<file path="src/rtl/freq_meter_pkg.sv">
// rtl/freq_meter_pkg.sv - shared FSM state type and clock/gate constants for the frequency meter
package freq_meter_pkg;

    typedef enum logic [1:0] {
        IDLE = 2'd0,
        GATE = 2'd1,
        DONE = 2'd2
    } fm_state_e;

    localparam int CLK50_HZ   = 50_000_000;
    localparam int GATE_1S    = 50_000_000;
    localparam int GATE_100MS = 5_000_000;

endpackage

</file>
<file path="src/rtl/sync_edge_detect.sv">
// rtl/sync_edge_detect.sv - synchronizes an asynchronous input and emits a one-cycle rise pulse
module sync_edge_detect #(
    parameter int SYNC_STAGES = 2
) (
    input  logic clk_i,
    input  logic rst_ni,
    input  logic sig_i,
    output logic rise_o
);

    localparam int WARM_CYCLES = SYNC_STAGES + 1;
    localparam int WARM_W      = $clog2(WARM_CYCLES + 1);

    logic [SYNC_STAGES-1:0] sync_q;
    logic                   delay_q;
    logic [WARM_W-1:0]      warm_q;
    logic                   warm_done;

    assign warm_done = (warm_q == WARM_W'(WARM_CYCLES));

    always_ff @(posedge clk_i or negedge rst_ni) begin
        if (!rst_ni) begin
            sync_q  <= '0;
            delay_q <= 1'b0;
            warm_q  <= '0;
        end else begin
            sync_q  <= {sync_q[SYNC_STAGES-2:0], sig_i};
            delay_q <= sync_q[SYNC_STAGES-1];
            if (!warm_done) begin
                warm_q <= warm_q + 1'b1;
            end
        end
    end

    // Until the chain has filled, a high input looks like a fresh edge; mask it.
    assign rise_o = warm_done & sync_q[SYNC_STAGES-1] & ~delay_q;

endmodule

</file>
<file path="src/rtl/freq_meter_50mhz.sv">
// rtl/freq_meter_50mhz.sv - gated frequency counter: counts SigIn rising edges over a fixed Clk50MHz window
module freq_meter_50mhz
    import freq_meter_pkg::*;
#(
    parameter int GATE_CYCLES = GATE_1S,
    parameter int GATE_W      = 26,
    parameter int FREQ_W      = 16,
    parameter int SYNC_STAGES = 2
) (
    input  logic              Clk50MHz,
    input  logic              Rst_n,
    input  logic              SigIn,
    input  logic              Start,
    input  logic              Continuous,
    output logic [FREQ_W-1:0] Freq,
    output logic              Valid,
    output logic              Busy,
    output logic              Overflow
);

    localparam logic [GATE_W-1:0] GATE_LAST = GATE_W'(GATE_CYCLES - 1);
    localparam logic [FREQ_W-1:0] EDGE_MAX  = '1;

    fm_state_e         state_q;
    logic [GATE_W-1:0] gate_cnt_q;
    logic [FREQ_W-1:0] edge_cnt_q;
    logic [FREQ_W-1:0] edge_cnt_d;
    logic              ovf_q;
    logic              ovf_d;
    logic [FREQ_W-1:0] freq_q;
    logic              valid_q;
    logic              busy_q;
    logic              overflow_q;
    logic              rise;

    sync_edge_detect #(
        .SYNC_STAGES(SYNC_STAGES)
    ) u_sync_edge_detect (
        .clk_i (Clk50MHz),
        .rst_ni(Rst_n),
        .sig_i (SigIn),
        .rise_o(rise)
    );

    // Includes this cycle's rise so an edge in the last gate cycle reaches Freq.
    always_comb begin
        edge_cnt_d = edge_cnt_q;
        ovf_d      = ovf_q;
        if (rise) begin
            if (edge_cnt_q == EDGE_MAX) begin
                ovf_d = 1'b1;
            end else begin
                edge_cnt_d = edge_cnt_q + 1'b1;
            end
        end
    end

    always_ff @(posedge Clk50MHz or negedge Rst_n) begin
        if (!Rst_n) begin
            state_q    <= IDLE;
            gate_cnt_q <= '0;
            edge_cnt_q <= '0;
            ovf_q      <= 1'b0;
            freq_q     <= '0;
            valid_q    <= 1'b0;
            busy_q     <= 1'b0;
            overflow_q <= 1'b0;
        end else begin
            valid_q <= 1'b0;
            case (state_q)
                IDLE: begin
                    if (Start) begin
                        state_q    <= GATE;
                        busy_q     <= 1'b1;
                        gate_cnt_q <= '0;
                        edge_cnt_q <= '0;
                        ovf_q      <= 1'b0;
                    end
                end
                GATE: begin
                    edge_cnt_q <= edge_cnt_d;
                    ovf_q      <= ovf_d;
                    if (gate_cnt_q == GATE_LAST) begin
                        state_q    <= DONE;
                        freq_q     <= edge_cnt_d;
                        overflow_q <= ovf_d;
                        valid_q    <= 1'b1;
                    end else begin
                        gate_cnt_q <= gate_cnt_q + 1'b1;
                    end
                end
                DONE: begin
                    // A rise here belongs to the next back-to-back window.
                    gate_cnt_q <= '0;
                    edge_cnt_q <= FREQ_W'(rise);
                    ovf_q      <= 1'b0;
                    if (Continuous) begin
                        state_q <= GATE;
                    end else begin
                        state_q <= IDLE;
                        busy_q  <= 1'b0;
                    end
                end
                default: begin
                    state_q <= IDLE;
                    busy_q  <= 1'b0;
                end
            endcase
        end
    end

    assign Freq     = freq_q;
    assign Valid    = valid_q;
    assign Busy     = busy_q;
    assign Overflow = overflow_q;

endmodule

</file>
<file path="config.mk">
export PLATFORM = sky130hd
export DESIGN_NAME = freq_meter_50mhz
export DESIGN_NICKNAME = d
export VERILOG_FILES = /design/src/rtl/freq_meter_pkg.sv /design/src/rtl/sync_edge_detect.sv /design/src/rtl/freq_meter_50mhz.sv
export SDC_FILE = /design/constraint.sdc
export NUM_CORES = 1
export LEC_CHECK = 0
export ABC_CLOCK_PERIOD_IN_PS = 2700
export BUFFER_PORTS_ARGS = -buffer_cell sky130_fd_sc_hd__buf_2
export CAP_MARGIN = 20
export CORE_AREA = 2 2 91 102
export DETAILED_ROUTE_END_ITERATION = 16
export DIE_AREA = 0 0 93 104
export GPL_ROUTABILITY_DRIVEN = 0
export PLACE_DENSITY_LB_ADDON = 0.15
export SLEW_MARGIN = 20
export SYNTH_ARGS = -nofsm -noshare
export SYNTH_HDL_FRONTEND = slang
export SYNTH_SLANG_ARGS = --single-unit
</file>
<file path="constraint.sdc">
create_clock -name Clk50MHz -period 2.7 [get_ports Clk50MHz]
set_input_delay 0.27 -clock Clk50MHz [delete_from_list [all_inputs] [get_ports Clk50MHz]]
set_output_delay 0.27 -clock Clk50MHz [all_outputs]
set_load 0.005 [all_outputs]
</file>
### After elaboration in Yosys (flattened, before gate mapping)

Index checks and enable logic that the tools add are counted.
W data, S select, Z words.

* bits in registers: 69
* bits of input ports: 5
* output and inout port bits: 19
* logic and storage cells: 54

* $add $sub $neg: 3
* equality and inequality tests: 9
* multiplexer cells: 20
* bitwise operators: 4
* reductions and logical operators: 7

Operators by type and width (count)
* $pmux W26 S3: 1
* $mux W26: 2
* $mux W16: 3
* $pmux W16 S3: 1
* $add A26 B1 Y26 const B: 1
* $eq A26 B26 Y1 const B: 1
* $add A16 B1 Y16 const B: 1
* $eq A16 B16 Y1 const B: 1
* $mux W1: 8
* $ne A2 B2 Y1 const B: 4
* $pmux W1 S3: 2
* $pmux W2 S3: 1
* $reduce_and A2 Y1: 3
* $reduce_and A3 Y1: 2
* $eq A2 B2 Y1 const B: 2
* $mux W2: 2
* $reduce_bool A3 Y1: 1
* $add A2 B1 Y2 const B: 1
* $and A1 B1 Y1: 2
* $eq A2 B1 Y1 const B: 1
* $logic_not A2 Y1: 1
* $not A1 Y1: 2

### Logic depth before layout (Yosys ltp)

Gate-level depths: netlist of the first run.

* depth after elaboration: 5
* gate-level depth with buffers: 10
* mapped depth without buffers: 7

### Cells and area by module

Synthesis of the first run repeated with hierarchy kept, for this count alone.

* cell total of the unflattened synthesis: 415
* area total of the unflattened synthesis: 3916.3 µm²

Modules (own cells, without submodules)
* freq_meter_50mhz: times used 1, cells each 406, area each 3744.8 µm², sequential area each 1601.5 µm²
* sync_edge_detect: times used 1, cells each 9, area each 171.4 µm², sequential area each 125.1 µm²

### Least setup slack after synthesis of the first run

Ideal clock, no wire load.

* path type: register to register
* start point: register state_q[0]
* end point: register gate_cnt_q[6]
* setup time: 126 ps
* arrival time: 1889 ps
* data required time: 2574 ps
* path slack: 685 ps
* stages on the path, launching flop included: 9
* path buffers: 3
* cells stage by stage: dfrtp_1 inv_1 ha_1 nor2b_1 buf_2 or2_1 clkbuf_1 clkbuf_1 a221o_1

* longest elaborated chain between the ends: 3
* elaborated cells between the ends (all ways): 8
* those cells by class: eq/ne (4); mux (1); reduce/logical (3)

Ends and longest elaborated chain
* start, declared: line freq_meter_50mhz.sv:24 `fm_state_e state_q;`
* start signal, assigned: line freq_meter_50mhz.sv:60 `state_q <= IDLE;`
* start signal, assigned: line freq_meter_50mhz.sv:73 `state_q <= GATE;`
* start signal, assigned: line freq_meter_50mhz.sv:84 `state_q <= DONE;`
* $eq A2 B1 Y1 (tied with other cells): line freq_meter_50mhz.sv:70 `case (state_q)`
* $ne A2 B2 Y1 (no line) or $reduce_bool A3 Y1 (tied branches)
* $reduce_and A3 Y1 (no line)
* end signal, assigned: line freq_meter_50mhz.sv:89 `gate_cnt_q <= gate_cnt_q + 1'b1;`
* end, declared: line freq_meter_50mhz.sv:25 `logic [GATE_W-1:0] gate_cnt_q;`

Several ways; a longest one is shown, not always the timed one.
A chain may end at the register's enable or synchronous reset.

### Final worst setup path of the first run

* start point: register gate_cnt_q[10]
* end point: register state_q[0]

* longest elaborated chain between the ends: 3

Ends and longest elaborated chain
* $eq A26 B26 Y1: line freq_meter_50mhz.sv:83 `if (gate_cnt_q == GATE_LAST) begin`
* $ne A2 B2 Y1 (no line)
* $reduce_and A2 Y1 (no line)
* end signal, assigned: line freq_meter_50mhz.sv:84
* end signal, assigned: line freq_meter_50mhz.sv:98 `state_q <= GATE;`
* end signal, assigned: line freq_meter_50mhz.sv:100 `state_q <= IDLE;`

Every way passes these cells.

==> results.md, run 1 <==
- GRT Overall Usage: 19.36%
- Fin nets: 446
- Via total after detailed routing: 3143
- # hold bufs at CTS: 1
- Mapped Area: 3824 µm²
- Clock buffer depth: 2
- Starting density of the core: 44.21%
- WS Path Type: reg2reg
- # clock sinks: 69
- Sw Pwr: 827.2 µW
- Core footprint: 8648 µm²
- Pwr Density: 604.3 nW/µm²
- Setup Fix Bufs, Post-CTS: 0
- Yosys top cell area share: 45.16%
- Most frequent cells in the layout: dfrtp_1 (69), nand2_1 (47), nor2_1 (30), a21oi_1 (24), buf_2 (23)
- Most used DFF post-synth: dfrtp_1
- Post-Synthesis Cells: 411
- Clk_lat worst skew: 0.36 ns
- Worst path slowest cell: or4_1
- Slowest stage delay, CP: 0.54 ns
- CP Launch Type: flip-flop
- RSZ-0062 raised after global routing: false
- Worst-path maximum fanout: 8
- Die area: 9672 µm²
- Switch share: 32.05%
- Initial antenna violation count: 0
- First DRT Iteration DRCs: 124
- Diode count: 0
- Yosys warns: 0
- Int Pwr: 1.753 mW
- Clock group share of total power: 33.4%
- Most common cell after layout, fill and taps aside: dfrtp_1
- HPWL Detailed: 5.959 mm
- Setup TNS: 0 ns
- Min cycle time layout: 2.176 ns
- Vias in the first global route: 3123
- Detailed Route WL: 8.604 mm
- Hold Startpoint: SigIn
- Area growth, synth to finish: 11.68%
- H-tree levels: 3
- Post-route DRC: 0
- First-pass GRT wire length: 14.99 mm
- Relative slew margins: 55.21%
- CP Buf/Inv Count: 0
- CTS Root Cell: clkbuf_8
- Comb power frac: 23.0%
- Placed Cells incl. Taps: 536
- Worst setup path start: gate_cnt_q[10]$_DFFE_PN0P_
- Die Height: 104 µm
- Lkg Pwr: 1.786 nW
- Mean routed wirelength per cell: 15.59 µm
- DR vias/cell: 5.694
- Initial DRT Pass Iterations: 4
- Number of synthesized register bits: 69
- Final hold vios: 0
- Ys async rst share: 100.0%
- Core Rows: 36
- Post-synth top area cell: dfrtp_1
- Horiz. Die Dim: 93 µm
- Slew @ Worst Pin: 0.6712 ns
- CTS buffer count: 9
- Clk_skew: 0.01677 ns
- Synth cell types: 57
- Port-buffer cells: 23
- Post-cts sizing count: 0
- Worst path cell trace: or4_1 > nor4_2 > nand2_1 > a21oi_1 > mux2_1
- Clock transition at path regs: 0.08 ns
- R2r startpoint: gate_cnt_q[10]$_DFFE_PN0P_
- Share of layout cells above drive strength 1: 13.01%
- Share of power burned in registers: 43.6%
- Final Max Slew Viols: 0
- Total grt overflow: 0
- Outcome: finished, final reports clean
- Crit path arrival time: 2.41 ns
- Critical Path RT: 2.93 ns
- Type of element capturing the critical path: flip-flop
- Final ANT Viol Nets: 0
- I/O Pins: 24
- Seq/Total Area, Yosys: 45.16%
- Layout Cells excl Fill: 552
- CTS tree: done
- Hold Path Class: in2reg
- Final setup fails: 0
- Post-Syn Nets: 423
- Largest net degree at the start of global routing: 43
- Maxcap violations: 0
- Crit-path leading delay family: simple AND/OR/NAND/NOR gates
- Fin crit share: 80.59%
- Post-synth EDFFs: 0
- Largest cells by area after synthesis: dfrtp_1 (45%), nand2_1 (4.6%), xor2_1 (3.4%), a21oi_1 (3.1%), nor2_1 (3.0%)
- Synth Area per Inst: 9.303 µm²
- Fmax: 459.6 MHz
- Max rail drop VDD: 0.0003019 V
[metrics by stage]
stage	power, mW	setup WS (ns)	util, %	hold WS [ns]	area (µm²)
after floorplan	1.552	0.6848	-	-0.02559	3824
after CTS	2.598	0.4225	49.35	0.01090	4268
final	2.581	0.5240	49.38	0.02221	4270
after detailed placement	1.734	0.4621	47.01	0.3345	4065
after global routing	2.734	0.3419	49.38	0.004246	4270
after global placement	1.720	0.5302	47.01	0.3341	4065
[cells by family (layout without fill, tap and decap cells)]
| family | count (synthesis) | in the layout | share of synthesized area, % |
|---|---|---|---|
| simple gates | 181 | 181 | 27.03 |
| fa+ha+maj | 7 | 7 | 2.290 |
| xor+xnor | 23 | 23 | 5.269 |
| buf+inv | 31 | 58 | 3.502 |
| flops | 69 | 69 | 45.16 |
| mux | 7 | 7 | 1.931 |
| compound gates | 93 | 93 | 14.82 |
[final timing paths]
check	depth (start not counted)	end	slack, ns
setup / recovery	5	state_q[0]$_DFFE_PN0P_	0.52
hold / removal	1	u_sync_edge_detect.sync_q[0]$_DFF_PN0_	0.02
setup reg to reg	5	state_q[0]$_DFFE_PN0P_	0.52
hold reg to reg	0	u_sync_edge_detect.sync_q[1]$_DFF_PN0_	0.36
max in group asynchronous	3	edge_cnt_q[2]$_DFFE_PN0P_	1.57
min in group asynchronous	2	Freq[1]$_DFFE_PN0P_	0.47
[power groups by stage]
stage	combinational, mW	clock (mW)	sequential, mW
after floorplan	0.418	0	1.13
after global placement	0.577	0	1.14
after detailed placement	0.590	0	1.14
after CTS	0.594	0.880	1.12
after global routing	0.662	0.936	1.14
final	0.593	0.862	1.13
[cell usage after synthesis (all sizes together) (11+ instances only)]
master and n:
nand3 23, nor2 31, xor2 15, a21oi 24
nand4 18, dfrtp 69, buf 11, nand2 47
o21ai 36
[layer usage]
metal  global-route usage (%)  share of wire [%]  up-vias
li1                         -                  -     1537
met1                    24.95                 45     1530
met2                    31.78                 49       64
met3                    3.913                4.0       12
met4                    7.668                1.5        0
met5                        0                  0        -
[state kept, by name (all words and copies together) (netlist names)]
name and count:
state_q 2, u_sync_edge_detect.delay_q 1, Overflow 1, ovf_q 1, u_sync_edge_detect.warm_q 2, u_sync_edge_detect.sync_q 2
Valid 1, gate_cnt_q 26, Freq 16, Busy 1, edge_cnt_q 16
[cell type report]
cell class	instances	area, µm²
tap	114	142.6
multi-input combinational	311	1966
inverter	10	37.54
clock buffer	14	162.7
fill	847	4378
sequential	69	1727
clock inverter	1	30.03
timing repair buffer	33	205.2
Note: power is estimated with default switching activity, not from simulation.
==> run 2: changes to the inputs <==
ABC_CLOCK_PERIOD_IN_PS = 2100   (was 2700)
clock period = 2.1 ns   (was 2.7 ns; I/O delays follow)
==> results.md, run 2 (synthesized netlist as in run 1, its figures left out) <==
- Min cycle time layout: 2.031 ns (was 2.176 ns)
- DR vias/cell: 5.503 (was 5.694)
- Outcome: finished, final reports clean (unchanged)
- Dpl ws: -0.07864 ns (was 0.4621 ns)
- Worst-path maximum fanout: 8 (unchanged)
- Slowest stage delay, CP: 0.46 ns (was 0.54 ns)
- Total grt overflow: 0 (unchanged)
- Area growth, synth to finish: 22.71% (was 11.68%)
- I/O Pins: 24 (unchanged)
- Layout Cells excl Fill: 594 (was 552)
- Final hold vios: 0 (unchanged)
- Crit-path leading delay family: simple AND/OR/NAND/NOR gates (unchanged)
- Clock buffer depth: 2 (unchanged)
- Number of flip-flops in the largest register: 26 (unchanged)
- CP Launch Type: flip-flop (unchanged)
- Final Util: 54.25% (was 49.38%)
- Final Max Slew Viols: 0 (unchanged)
- Most frequent cells in the layout: dfrtp_1 (69), nand2_1 (46), buf_4 (46), nor2_1 (30) (was dfrtp_1 (69), nand2_1 (47), nor2_1 (30), a21oi_1 (24), buf_2 (23))
- Setup TNS: 0 ns (unchanged)
- Max rail drop VDD: 0.0004413 V (was 0.0003019 V)
- CTS tree: done (unchanged)
- CP Buf/Inv Count: 1 (was 0)
- CTS Root Cell: clkbuf_8 (unchanged)
- Horiz. Die Dim: 93 µm (unchanged)
- Top reg by flops: gate_cnt_q (unchanged)
- Pwr Density: 758.8 nW/µm² (was 604.3 nW/µm²)
- Fin crit share: 96.70% (was 80.59%)
- Share of layout cells above drive strength 1: 22.50% (was 13.01%)
- Initial DRT Pass Iterations: 4 (unchanged)
- Starting density of the core: 44.21% (unchanged)
- FILL cells: 808 (was 847)
- # clock sinks: 69 (unchanged)
- CTS buffer count: 9 (unchanged)
- Core footprint: 8648 µm² (unchanged)
- Largest net degree at the start of global routing: 25 (was 43)
- Die area: 9672 µm² (unchanged)
- First-pass GRT wire length: 14.99 mm (unchanged)
- Most common cell after layout, fill and taps aside: dfrtp_1 (unchanged)
- Crit path arrival time: 2.26 ns (was 2.41 ns)
- Worst path slowest cell: or4_1 (unchanged)
- Detailed Route WL: 8.750 mm (was 8.604 mm)
- Initial antenna violation count: 0 (unchanged)
- GRT Overall Usage: 19.27% (was 19.36%)
- Slew @ Worst Pin: 0.6798 ns (was 0.6712 ns)
- Vias in the first global route: 3201 (was 3123)
- Critical Path RT: 2.33 ns (was 2.93 ns)
- Fmax: 492.4 MHz (was 459.6 MHz)
- WS Path Type: reg2reg (unchanged)
- Finished Cell Area: 4692 µm² (was 4270 µm²)
- Placed Area: 4340 µm² (was 4065 µm²)
- Worst path cell trace: buf_4 > or4_1 > nor4_4 > and2_1 > nor3_1 > a221o_1 (was or4_1 > nor4_2 > nand2_1 > a21oi_1 > mux2_1)
- Final ANT Viol Nets: 0 (unchanged)
- H-tree levels: 3 (unchanged)
- Maxcap violations: 0 (unchanged)
- Lkg Pwr: 2.017 nW (was 1.786 nW)
- Clock transition at path regs: 0.07 ns (was 0.08 ns)
- First DRT Iteration DRCs: 91 (was 124)
- Core Rows: 36 (unchanged)
- Mean routed wirelength per cell: 14.73 µm (was 15.59 µm)
- Clk_lat worst skew: 0.35 ns (was 0.36 ns)
- Placed Cells incl. Taps: 571 (was 536)
- Die Height: 104 µm (unchanged)
- Fin nets: 487 (was 446)
- Via total after detailed routing: 3269 (was 3143)
- Clk_skew: 0.01043 ns (was 0.01677 ns)
- Diode count: 0 (unchanged)
- Type of element capturing the critical path: flip-flop (unchanged)
- HPWL Detailed: 6.302 mm (was 5.959 mm)
- Final setup fails: 0 (unchanged)
- Hold Path Class: in2reg (unchanged)
- Worst Slack Setup Final: 0.06929 ns (was 0.5240 ns)
- Relative slew margins: 54.63% (was 55.21%)
- Post-route DRC: 0 (unchanged)
- Port-buffer cells: 23 (unchanged)
-- run 2: changes by cell type in the layout (fill, tap and decap cells not counted), sizes merged --
cell / change
buf: +40
clkbuf: -3
clkinvlp: +2
bufinv: +1
clkinv: +1
dlygate4sd3: +1
-- run 2: stage by stage --
stage | total power [mW] | hold slack, ns
floorplan | 1.995 | -0.08559
finish | 3.560 | 0.1968
global route | 3.771 | 0.1968
detailed placement | 2.308 | 0.2633
CTS | 3.574 | 0.1714
global placement | 2.289 | 0.2736
-- run 2: worst reg2reg max path: stages, from the launching register on --
cell     delay [ns]
dfrtp_1        0.39
buf_4          0.16
or4_1          0.46
nor4_4         0.22
and2_1         0.31
nor3_1         0.07
a221o_1        0.30
-- run 2: worst paths after layout --
path                                                     endpoint  slack (ns)                                   start  cells after the start
max                                     gate_cnt_q[5]$_DFFE_PN0P_        0.07               gate_cnt_q[7]$_DFFE_PN0P_                      6
min                                              Busy$_DFFE_PN0P_        0.20                                   Start                      3
max reg2reg                             gate_cnt_q[5]$_DFFE_PN0P_        0.07               gate_cnt_q[7]$_DFFE_PN0P_                      6
min reg2reg                u_sync_edge_detect.sync_q[1]$_DFF_PN0_        0.35  u_sync_edge_detect.sync_q[0]$_DFF_PN0_                      0
max in group asynchronous               gate_cnt_q[0]$_DFFE_PN0P_        1.16                                   Rst_n                      3
min in group asynchronous               edge_cnt_q[2]$_DFFE_PN0P_        0.40                                   Rst_n                      2
-- run 2: per-layer routing --
metal | vias up | track usage, % | part of all wire [%]
met1 | 1558 | 24.95 | 44
li1 | 1631 | - | -
met5 | - | 0 | 0
met4 | 0 | 8.193 | 1.7
met3 | 13 | 3.478 | 3.7
met2 | 67 | 31.52 | 50
-- run 2: where the power goes --
group / internal, mW / leakage, nW / switching [mW]
sequential: 1.38 / 0.940 / 0.0488
clock: 0.704 / 0.106 / 0.535
combinational: 0.356 / 0.971 / 0.533
total: 2.44 / 2.02 / 1.12
-- run 2: repair_timing --
item	CTS	global route
endpoints found under the setup margin	27	15
pin swaps	0	4
resized for setup	3	13
hold buffers	2	0
buffers inserted	0	5
endpoints found under the hold margin	22	0
-- run 2: final cells by class --
cell class	instances	area (µm²)	share of cell area [%]
sequential	69	1727	36.80
timing repair buffer	74	531.8	11.33
inverter	10	37.54	0.8000
multi-input combinational	311	2028	43.23
tap	114	142.6	3.040
clock buffer	11	141.4	3.013
clock inverter	5	83.83	1.787
